$ cat config.mk
export PLATFORM = sky130hd
export DESIGN_NAME = button_conditioner
export DESIGN_NICKNAME = d
export VERILOG_FILES = /design/src/rtl/button_conditioner_pkg.sv /design/src/rtl/button_conditioner_debounce.sv /design/src/rtl/button_conditioner.sv
export SDC_FILE = /design/constraint.sdc
export NUM_CORES = 1
export LEC_CHECK = 0
export ABC_AREA = 1
export BUFFER_PORTS_ARGS = -buffer_cell sky130_fd_sc_hd__buf_2
export CAP_MARGIN = 20
export CORE_MARGIN = 5
export CORE_UTILIZATION = 45
export DETAILED_ROUTE_END_ITERATION = 8
export PLACE_DENSITY = 0.59
export SETUP_SLACK_MARGIN = 0.2
export SKIP_CTS_REPAIR_TIMING = 1
export SLEW_MARGIN = 20
export SYNTH_ARGS = -nofsm -noshare
export SYNTH_HDL_FRONTEND = slang
export SYNTH_HIERARCHICAL = 1
export SYNTH_SLANG_ARGS = --single-unit
$ cat constraint.sdc
create_clock -name clk_core -period 2.3 [get_ports clk_core]
set_clock_uncertainty 0.05 [all_clocks]
set_input_delay 0.46 -clock clk_core [delete_from_list [all_inputs] [get_ports clk_core]]
set_output_delay 0.46 -clock clk_core [all_outputs]
set_load 0.02 [all_outputs]
$ cat src/rtl/button_conditioner_pkg.sv
// -----------------------------------------------------------------------------
// button_conditioner_pkg
// Shared definitions for the push-button conditioner: button bit positions in
// the {center,left,right,up,down} vector, the default auto-repeat mask and the
// fixed-priority selector used to keep the press pulses one-hot.
// -----------------------------------------------------------------------------
package button_conditioner_pkg;

    localparam int unsigned NUM_BTN    = 5;

    // Bit positions inside btn_raw / btn_held
    localparam int unsigned BTN_CENTER = 4;
    localparam int unsigned BTN_LEFT   = 3;
    localparam int unsigned BTN_RIGHT  = 2;
    localparam int unsigned BTN_UP     = 1;
    localparam int unsigned BTN_DOWN   = 0;

    // Auto-repeat on up and down only
    localparam logic [NUM_BTN-1:0] REPEAT_EN_DEFAULT = 5'b00011;

    // Fixed priority center > left > right > up > down. Exactly the highest
    // ranked requesting bit survives; all others are dropped.
    function automatic logic [NUM_BTN-1:0] prio_select(input logic [NUM_BTN-1:0] ev);
        logic [NUM_BTN-1:0] sel;
        sel = 5'b00000;
        if (ev[BTN_CENTER]) begin
            sel[BTN_CENTER] = 1'b1;
        end else if (ev[BTN_LEFT]) begin
            sel[BTN_LEFT] = 1'b1;
        end else if (ev[BTN_RIGHT]) begin
            sel[BTN_RIGHT] = 1'b1;
        end else if (ev[BTN_UP]) begin
            sel[BTN_UP] = 1'b1;
        end else if (ev[BTN_DOWN]) begin
            sel[BTN_DOWN] = 1'b1;
        end else begin
            sel = 5'b00000;
        end
        return sel;
    endfunction

endpackage

$ cat src/rtl/button_conditioner_debounce.sv
// -----------------------------------------------------------------------------
// btn_debounce
// One button: two-flop synchroniser followed by a counting debouncer.
// Ports:
//   clk        in  - clock
//   rst_n      in  - asynchronous active-low reset
//   raw        in  - asynchronous raw button level (active-high)
//   level      out - debounced level (registered)
//   level_next out - value the debounced level takes on the next edge
//   press      out - high in the cycle before level rises (0->1 only)
// -----------------------------------------------------------------------------
module btn_debounce
    import button_conditioner_pkg::*;
#(
    parameter int DEBOUNCE_CYC = 3
) (
    input  logic clk,
    input  logic rst_n,
    input  logic raw,
    output logic level,
    output logic level_next,
    output logic press
);

    localparam logic [3:0] DB_LIMIT = 4'(DEBOUNCE_CYC);

    logic [1:0] sync_r;
    logic       db_r;
    logic [3:0] cnt_r;
    logic       db_next_s;
    logic [3:0] cnt_next_s;

    // Two-flop synchroniser for the asynchronous raw level
    always_ff @(posedge clk or negedge rst_n) begin
        if (!rst_n) begin
            sync_r <= 2'b00;
        end else begin
            sync_r <= {sync_r[0], raw};
        end
    end

    // Debounce next-state: count disagreeing samples, flip once the run is long enough
    always_comb begin
        db_next_s  = db_r;
        cnt_next_s = cnt_r;
        if (sync_r[1] == db_r) begin
            cnt_next_s = 4'd0;
        end else if ((cnt_r + 4'd1) == DB_LIMIT) begin
            db_next_s  = ~db_r;
            cnt_next_s = 4'd0;
        end else begin
            cnt_next_s = cnt_r + 4'd1;
        end
    end

    // Debounce state registers
    always_ff @(posedge clk or negedge rst_n) begin
        if (!rst_n) begin
            db_r  <= 1'b0;
            cnt_r <= 4'd0;
        end else begin
            db_r  <= db_next_s;
            cnt_r <= cnt_next_s;
        end
    end

    // The press event is taken from the next state so the registered pulse in
    // the top level rises on the same edge as the debounced level.
    assign level      = db_r;
    assign level_next = db_next_s;
    assign press      = db_next_s & ~db_r;

endmodule

$ cat src/rtl/button_conditioner.sv
// -----------------------------------------------------------------------------
// button_conditioner
// Synchronises, debounces and auto-repeats the five board buttons and emits
// one-hot single-cycle press pulses for the countdown control block.
// Ports:
//   clk_core      in  - 100 Hz system clock
//   rst_n         in  - asynchronous active-low reset
//   btn_raw[4:0]  in  - raw levels {center,left,right,up,down}
//   center_button, left_button, right_button, up_button, down_button
//                 out - registered press pulses, at most one high per cycle
//   btn_held[4:0] out - registered debounced levels, same order as btn_raw
// -----------------------------------------------------------------------------
module button_conditioner
    import button_conditioner_pkg::*;
#(
    parameter int          DEBOUNCE_CYC = 3,
    parameter int          REPEAT_DELAY = 50,
    parameter int          REPEAT_RATE  = 10,
    parameter logic [4:0]  REPEAT_EN    = REPEAT_EN_DEFAULT
) (
    input  logic       clk_core,
    input  logic       rst_n,
    input  logic [4:0] btn_raw,
    output logic       center_button,
    output logic       left_button,
    output logic       right_button,
    output logic       up_button,
    output logic       down_button,
    output logic [4:0] btn_held
);

    localparam logic [7:0] RPT_DELAY_W = 8'(REPEAT_DELAY);
    localparam logic [7:0] RPT_RATE_W  = 8'(REPEAT_RATE);

    logic [4:0] db_next_s;
    logic [4:0] press_s;
    logic [4:0] rpt_ev_s;
    logic [4:0] event_s;
    logic [4:0] pulse_next_s;
    logic [4:0] pulse_r;

    genvar i;
    generate
        for (i = 0; i < NUM_BTN; i++) begin : g_btn
            localparam logic [4:0] OTHER_MASK = ~(5'b00001 << i);

            logic [7:0] rpt_r;
            logic [7:0] rpt_next_s;
            logic       rpt_hit_s;
            logic       others_held_s;

            btn_debounce #(
                .DEBOUNCE_CYC (DEBOUNCE_CYC)
            ) u_debounce (
                .clk        (clk_core),
                .rst_n      (rst_n),
                .raw        (btn_raw[i]),
                .level      (btn_held[i]),
                .level_next (db_next_s[i]),
                .press      (press_s[i])
            );

            assign others_held_s = |(btn_held & OTHER_MASK);

            // Repeat counter next-state; disabled buttons fold to a constant zero.
            // Counting requires the level to stay high into the next cycle so a
            // repeat can never coincide with the release edge.
            always_comb begin
                rpt_next_s = rpt_r;
                rpt_hit_s  = 1'b0;
                if (!REPEAT_EN[i]) begin
                    rpt_next_s = 8'd0;
                end else if (press_s[i]) begin
                    rpt_next_s = RPT_DELAY_W;
                end else if (btn_held[i] && db_next_s[i]) begin
                    if (others_held_s) begin
                        rpt_next_s = rpt_r;
                    end else if (rpt_r == 8'd1) begin
                        rpt_hit_s  = 1'b1;
                        rpt_next_s = RPT_RATE_W;
                    end else if (rpt_r != 8'd0) begin
                        rpt_next_s = rpt_r - 8'd1;
                    end else begin
                        rpt_next_s = rpt_r;
                    end
                end else begin
                    rpt_next_s = 8'd0;
                end
            end

            // Repeat counter register
            always_ff @(posedge clk_core or negedge rst_n) begin
                if (!rst_n) begin
                    rpt_r <= 8'd0;
                end else begin
                    rpt_r <= rpt_next_s;
                end
            end

            assign rpt_ev_s[i] = rpt_hit_s;
        end
    endgenerate

    assign event_s      = press_s | rpt_ev_s;
    assign pulse_next_s = prio_select(event_s);

    // Registered one-hot pulse outputs
    always_ff @(posedge clk_core or negedge rst_n) begin
        if (!rst_n) begin
            pulse_r <= 5'b00000;
        end else begin
            pulse_r <= pulse_next_s;
        end
    end

    assign center_button = pulse_r[BTN_CENTER];
    assign left_button   = pulse_r[BTN_LEFT];
    assign right_button  = pulse_r[BTN_RIGHT];
    assign up_button     = pulse_r[BTN_UP];
    assign down_button   = pulse_r[BTN_DOWN];

endmodule

==> summary.txt, run 1 <==
Detailed routing
  • Vias: 2415
  • Drt pass-1 iters: 4
  • Drt drc: 0
  • Final WL: between 5 and 6 mm
  • Avg WL per Cell: 11.2 microns
  • Drt initial violations: 75
  • Antenna-violating nets left: 0
  • Vias per cell: around 5

Floorplanning
  • Die width: slightly above 90 microns
  • Die height: approximately 93 microns
  • Row count: 30
  • Top Ports: 17
  • Die area: just under 0.009 sq mm
  • Core box area: 0.00676 sq mm
  • Initial Util: between 40% and 50%

Yosys
  • Synth Area in Adders: about 6.5%
  • Sequential share of the synthesized area: 45.2%
  • Most area-consuming cells after synthesis: dfrtp_1 45%, nand2_1 9.6%, nor2_1 6.5%, ha_1 6.5%, inv_1 6.3%
  • Library cells used by synthesis: 28
  • Synthesized instance count: about 380
  • Synth top area share: a little under half
  • Multiplexer area fraction after synthesis: 0%
  • Main combinational cell family by area after synthesis: simple AND/OR/NAND/NOR gates
  • Simple-gate share of the synthesized area: between 30% and 40%
  • Synth Area in Compound Gates: 3.31%
  • Area leader, netlist: dfrtp_1
  • Synth Area per Inst: 8.12 sq um
  • Synthesized net count: 405
  • Synthesized area: slightly above 0.003 sq mm
  • Post-Synth XOR/XNOR Area: about 2.3%
  • Seq cells post-synth: 56
  • Yosys synthesis warning count: 6

Timing
  • RSZ-0062 raised after global routing: false
  • Worst-Margin Slew: a little over 0.4 ns
  • Hold_ws: roughly 0.077 ns
  • Final Cycle Share: between 80% and 90%
  • Final setup TNS: 0 ns
  • Final hold vios: 0
  • Final Worst Setup Slack: around 0.35 ns
  • Final setup fails: 0
  • Fin crit period: approximately 1.9 ns
  • Max-slew headroom: between 70% and 80%
  • Highest clock rate: approximately 0.51 GHz
  • Max Slew Vio Count: 0

CTS
  • Num CTS Buffers: 5
  • Cell chosen for the clock root: clkbuf_8
  • Clk_lat worst skew: about 0.31 ns
  • Clock sink count: 56
  • CTS H-Tree Depth: 2
  • Clock Tree Buf Depth: 2
  • Clock transition at the registers of the reported paths: between 0.1 and 0.15 ns
  • TritonCTS clock tree: yes

Power
  • Peak supply drop: about 440 uV
  • Power Density: 1180 mW/mm^2
  • LEAKAGE: roughly 1.8 nW
  • Power Total: just over 0.004 W

Finish
  • Fraction of layout cells with a size suffix above 1: ~23%
  • Final cell count without fillers: slightly below 500
  • Final nets: around 440
  • P&R area growth vs syn: 11.7%
  • # fillers: roughly 650
  • N_diodes: 0

Placed design
  • Placed cell count: 480
  • Final Wtd Congestion: around 0.77
  • Setup WS pre-CTS: approximately 0.28 ns
  • Dpl hpwl: 4.16 mm
  • Port Buffers: 16

Run status
  • Outcome: complete, no violations

Worst setup path
  • Reg2Reg Depth: 14
  • Worst setup EP type: flip-flop
  • CP Data Required Time: around 2.5 ns
  • CP Max Fanout: 14
  • CP arrival: around 2.2 ns
  • Crit Path Category: reg2reg
  • Critical Path Source Type: flip-flop

GRT
  • Initial antenna violation count: 0
  • First-pass GRT wire length: just under 10 mm
  • Vias in the first global route: 2300
  • Largest net degree at the start of global routing: 34
  • Gr ovfl total: 0
  • Total global-route track usage: between 10% and 20%

Hold path
  • HP Class: in2async

Run
  • MaxCap Viol Count: 0
## through the flow
step                      instance area (sq um)  util (%)
after floorplan                            3100         -
after global placement                     3290      48.7
after global routing                       3460      51.3
final                                      3460      51.3
after detailed placement                   3290      48.7
after CTS                                  3380      50.1
## power by group
part           leakage, nW  internal, W  switching [W]
clock network       0.0445     0.000217       0.000324
logic                 1.05     0.000779        0.00130
registers            0.735      0.00122       0.000261
total                 1.82      0.00221        0.00188
## final cells by class
class | count | area [sq um] | share of cell area [%]
multi-input cells | 263 | 1490 | 43.0
clock inverters | 3 | 21.3 | 0.614
flip-flops and latches | 56 | 1400 | 40.5
repair buffers | 25 | 148 | 4.26
inverters | 62 | 235 | 6.79
clock buffers | 5 | 68.8 | 1.99
well taps | 80 | 100 | 2.89
## per-layer routing
layer | GRT usage [%] | routed length [microns] | share of wire [%] | up-vias
met1 | 17.9 | 2630 | 48 | 1138
li1 | - | - | - | 1242
met2 | 23.5 | 2690 | 49 | 31
met4 | 4.27 | 57 | 1.0 | 0
met5 | 0 | 0 | 0 | -
met3 | 2.98 | 159 | 2.9 | 4
## critical path, cell delays in order (launching register included)
cell,delay [ns]
dfrtp_1,0.42
ha_1,0.23
inv_1,0.06
nand2_1,0.07
nand2_2,0.10
nor2_4,0.04
nand2_2,0.08
nand2_1,0.06
nand2_1,0.08
nand2_1,0.13
nor2_4,0.15
nand2_4,0.13
nand2_1,0.14
nand2_1,0.07
nor2_1,0.09
## layout by cell type (no fill, tap or decap), types with 2 or more instances in the layout
master     n
o21ai_0    2
nor2_4    11
dfrtp_1   56
xor2_1     7
buf_4      9
nand2_4    2
inv_1     52
inv_2      9
a21oi_1   11
nor3_1     2
nand3_1   29
nor2_1    50
buf_2     16
ha_1      16
or2_0      2
nand2_2   27
clkbuf_8   5
nand2_1   77
nand4_1   11
o21ai_1    2
nand3_2    2
nor2_2     5
## flip-flops by register name, indices dropped and copies added, names as in the netlist
name	count
g_btn.u_debounce/level	5
g_btn.rpt_r	16
g_btn.u_debounce/cnt_r	20
g_btn.u_debounce/sync_r	10
pulse_r	5
## path summary, 6_finish.rpt
check,slack (ns),startpoint,endpoint
min reg2reg,0.30,g_btn[1].u_debounce/sync_r[0]$_DFF_PN0_,g_btn[1].u_debounce/sync_r[1]$_DFF_PN0_
max reg2reg,0.35,g_btn[1].u_debounce/cnt_r[0]$_DFF_PN0_,g_btn[1].rpt_r[7]$_DFFE_PN0P_
min in group clk_core,0.20,btn_raw[4],g_btn[4].u_debounce/sync_r[0]$_DFF_PN0_
max,0.35,g_btn[1].u_debounce/cnt_r[0]$_DFF_PN0_,g_btn[1].rpt_r[7]$_DFFE_PN0P_
max in group asynchronous,1.77,rst_n,g_btn[0].u_debounce/sync_r[1]$_DFF_PN0_
min,0.08,rst_n,g_btn[4].u_debounce/cnt_r[2]$_DFF_PN0_
## synthesized netlist by cell type
master,number
nand2_1,79
dfrtp_1,56
nor2_1,54
inv_1,52
nand3_1,30
nand2_2,25
ha_1,16
a21oi_1,11
nand4_1,11
inv_2,9
nor2_4,8
xor2_1,7
nor2_2,4
nand2_4,2
nor3_1,2
o21ai_0,2
o21ai_1,2
or2_0,2
and2_1,1
buf_6,1
inv_4,1
nand3_2,1
nand3_4,1
nand4_2,1
o211ai_2,1
o21ai_2,1
o22ai_1,1
xnor2_1,1
## logic make-up (layout without fill, tap and decap cells)
group	Yosys count	after routing
adders and majority gates	16	16
and+or+nand+nor	221	221
DFF	56	56
buffers and inverters	63	95
xor gates and xnor gates	8	8
AOI/OAI and AO/OA	18	18
No activity file was read; power rests on OpenSTA's default activity.
==> inputs of run 2 (changes only) <==
--- a/config.mk
+++ b/config.mk
@@ -5,13 +5,13 @@
 export SDC_FILE = /design/constraint.sdc
 export NUM_CORES = 1
 export LEC_CHECK = 0
-export ABC_AREA = 1
+export ABC_AREA = 0
 export BUFFER_PORTS_ARGS = -buffer_cell sky130_fd_sc_hd__buf_2
 export CAP_MARGIN = 20
 export CORE_MARGIN = 5
 export CORE_UTILIZATION = 45
 export DETAILED_ROUTE_END_ITERATION = 8
-export PLACE_DENSITY = 0.59
+export PLACE_DENSITY = 0.61
 export SETUP_SLACK_MARGIN = 0.2
 export SKIP_CTS_REPAIR_TIMING = 1
 export SLEW_MARGIN = 20
==> constraint.sdc (replaced) <==
create_clock -name clk_core -period 1.58 [get_ports clk_core]
set_clock_uncertainty 0.05 [all_clocks]
set_input_delay 0.316 -clock clk_core [delete_from_list [all_inputs] [get_ports clk_core]]
set_output_delay 0.316 -clock clk_core [all_outputs]
set_load 0.02 [all_outputs]
==> run 2 against run 1 <==
- the flow now finishes with violations (negative setup slack)
- sequential cell count unchanged
- maximum frequency fell by 12%
- non-clock buffer count increased by 79
- clock power increased by 48%
==> summary.txt, run 2 <==
Yosys
  • Main combinational cell family by area after synthesis: simple AND/OR/NAND/NOR gates
  • Library cells used by synthesis: 48
  • Synth Area in Adders: 6.88%
  • Top cells by count, synth: 56 x dfrtp_1, 19 x nor2_1, 16 x ha_1
  • Synth top area share: approximately half
  • Most area-consuming cells after synthesis: dfrtp_1 48%, ha_1 6.9%, xnor2_1 4.2%, nor3_1 2.6%, nor2_1 2.5%
  • Asr flop ratio synth: 100%
  • Synth Area in Compound Gates: under 10%
  • Synthesized area: 0.00291 sq mm
  • Synthesized instance count: ~260
  • Synth Area per Inst: approximately 11 sq um
  • Simple-gate share of the synthesized area: ~25%
  • Area leader, netlist: dfrtp_1
  • Sequential share of the synthesized area: 48.2%
  • Yosys synthesis warning count: 6
  • Most common cell in the netlist: dfrtp_1
  • Multiplexer area fraction after synthesis: 3.83%
  • Primary FF master, synth: dfrtp_1
  • Synthesized net count: between 200 and 300
  • Seq cells post-synth: 56
  • EDFF count, synth: 0
  • Post-Synth XOR/XNOR Area: ~5.7%

Finish
  • # fillers: between 400 and 500
  • Fraction of layout cells with a size suffix above 1: roughly half
  • N_diodes: 0
  • P&R area growth vs syn: 48.1%
  • Most flops, register: g_btn.u_debounce/cnt_r
  • Final core occ: 68.2%
  • Commonest non-fill, non-tap cells in the layout: 69 x buf_4, 49 x dfrtp_1, 22 x buf_6
  • Most common cell after layout, fill and taps aside: buf_4
  • Largest register FFs: 20
  • Final nets: just under 400
  • Top flop regs: g_btn.u_debounce/cnt_r: 20 flops, g_btn.rpt_r: 16 flops, g_btn.u_debounce/sync_r: 10 flops

Timing
  • Final Worst Setup Slack: -0.645 ns
  • Max-slew headroom: approximately two thirds
  • Fin crit period: around 2.2 ns
  • RSZ-0062 raised after global routing: true
  • Worst-Margin Slew: approximately 0.47 ns
  • Final Cycle Share: 141%
  • Highest clock rate: 0.450 GHz
  • Final hold vios: 0
  • Final setup fails: 31
  • Max Slew Vio Count: 0

Run
  • MaxCap Viol Count: 0

Worst setup path
  • Delay-heaviest family, CP: simple AND/OR/NAND/NOR gates
  • Critical Path Source: g_btn[1].u_debounce/cnt_r[0]$_DFF_PN0_
  • Critical Path Source Type: flip-flop
  • R2R Path End: g_btn[1].rpt_r[5]$_DFFE_PN0P_
  • Slowest stage delay, CP: around 0.5 ns
  • CP Data Required Time: 1.72 ns
  • CP arrival: 2.36 ns
  • Buf+Inv Stages, Crit Path: 0
  • Worst r2r src: g_btn[1].u_debounce/cnt_r[0]$_DFF_PN0_
  • CP Max Fanout: 4
  • R2R Setup Slk: -0.64 ns
  • Worst Setup EP: g_btn[1].rpt_r[5]$_DFFE_PN0P_
  • CP Depth: 7
  • Slowest-stage cell, CP: or4b_4
  • Crit Path Category: reg2reg
  • Worst setup EP type: flip-flop
  • Reg2Reg Depth: 7
  • Crit path cell chain: ha_2, or4b_4, o21ai_4, mux2_4, nand3_2, a31oi_1, or3_1

Detailed routing
  • Antenna-violating nets left: 0
  • Drt initial violations: between 70 and 80
  • Vias per cell: approximately 5.2
  • Drt pass-1 iters: 4
  • Drt drc: 0
  • Final WL: 6.53 mm
  • Avg WL per Cell: between 10 and 15 microns
  • Vias: 2355

Floorplanning
  • Core box area: about 0.0063 sq mm
  • Die area: 0.00817 sq mm
  • Initial Util: 46.1%
  • Die height: ~90 microns
  • Die width: 90.4 microns
  • Row count: 29
  • Top Ports: 17

GRT
  • GR peak layer: met2
  • GRT met3 Usage: 3.67%
  • Gr ovfl total: 0
  • Total global-route track usage: 15.8%
  • Met2 usage: between 20% and 30%
  • Vias in the first global route: between 2000 and 2500
  • First-pass GRT wire length: around 11 mm
  • Met1 Usage GRT: 20.5%
  • Largest net degree at the start of global routing: 57
  • Initial antenna violation count: 0

Hold path
  • HP Class: in2reg
  • Hold Crit Depth: 1

Power
  • Power Density: roughly 1400 mW/mm^2
  • Peak supply drop: 738 uV
  • LEAKAGE: between 1.5 and 2 nW

CTS
  • TritonCTS clock tree: yes
  • CTS H-Tree Depth: 2
  • Clock Tree Buf Depth: 2
  • Cell chosen for the clock root: clkbuf_8
  • Num CTS Buffers: 5
  • Clock transition at the registers of the reported paths: ~0.10 ns
  • Clk_lat worst skew: ~0.30 ns
  • Clock sink count: 56

Run status
  • Failing checks: negative setup slack
  • Outcome: finished with violations

Placed design
  • Port Buffers: 16
  • Dpl hpwl: 4.63 mm
  • Final Wtd Congestion: ~0.9
  • Setup WS pre-CTS: -0.588 ns
==> run 2: cell types whose count changed in the layout (fill, tap and decap cells not counted), moves of 17 or more <==
cell | before | now
nand2_1 | 77 | 13
buf_6 | 0 | 22
inv_1 | 52 | 10
nor2_1 | 50 | 18
buf_4 | 9 | 69
nand2_2 | 27 | 1
nand3_1 | 29 | 12
==> run 2: kinds of logic after synthesis <==
logic type | Yosys count
flops | 56
fa+ha+maj | 16
mux | 9
buf+inv | 14
simple gates | 114
xor+xnor | 19
compound gates | 34
==> run 2: report_power, final <==
part	leakage (nW)	switching, W	internal (W)
clock network	0.0484	0.000442	0.000360
registers	0.728	0.000324	0.00170
logic	1.21	0.00137	0.00171
total	1.98	0.00214	0.00378
==> run 2: layer usage <==
metal	share of wire (%)	up-vias	wire length, microns
met5	0	-	0
met4	1.6	0	102
met3	2.8	10	180
met2	52	31	3390
met1	44	1151	2860
li1	-	1163	-
==> run 2: final cells by class <==
type	instances	area (sq um)	share of cell area [%]
tap	77	96.3	2.24
multi-input combinational	192	1800	41.9
sequential	56	1410	32.7
clock inverter	1	8.76	0.203
timing repair buffer	104	851	19.8
inverter	14	52.6	1.22
clock buffer	7	86.3	2.00
==> run 2: per-stage QoR <==
stage	area [sq um]	std cells	setup TNS (ns)	total power [W]	hold WS, ns
after floorplan	3030	262	-5.90	0.00333	-0.0296
after global placement	3790	430	-7.88	0.00430	0.283
after detailed placement	3790	430	-9.11	0.00438	0.287
after CTS	3880	438	-10.02	0.00520	-0.0515
after global routing	4310	451	-11.86	0.00634	0.0367
final	4310	451	-9.49	0.00592	0.0566
==> run 2: worst min path at each step <==
stage | start | to | slack (ns)
4_1_cts | rst_n | g_btn[4].u_debounce/cnt_r[0]$_DFF_PN0_ | -0.05
6_report | btn_raw[4] | g_btn[4].u_debounce/sync_r[0]$_DFF_PN0_ | 0.06
3_3_place_gp | g_btn[1].u_debounce/sync_r[0]$_DFF_PN0_ | g_btn[1].u_debounce/sync_r[1]$_DFF_PN0_ | 0.28
3_5_place_dp | rst_n | g_btn[4].u_debounce/cnt_r[1]$_DFF_PN0_ | 0.29
2_1_floorplan | rst_n | g_btn[0].rpt_r[0]$_DFFE_PN0P_ | -0.03
5_1_grt | btn_raw[2] | g_btn[2].u_debounce/sync_r[0]$_DFF_PN0_ | 0.04
==> run 2: worst reg2reg max path, delay by kind of cell, from the launching register on <==
family,cells,cell delay (ns)
AOI/OAI and AO/OA,2,0.14
adders and majority gates,1,0.21
DFF,1,0.43
muxes,1,0.35
and+or+nand+nor,3,0.95
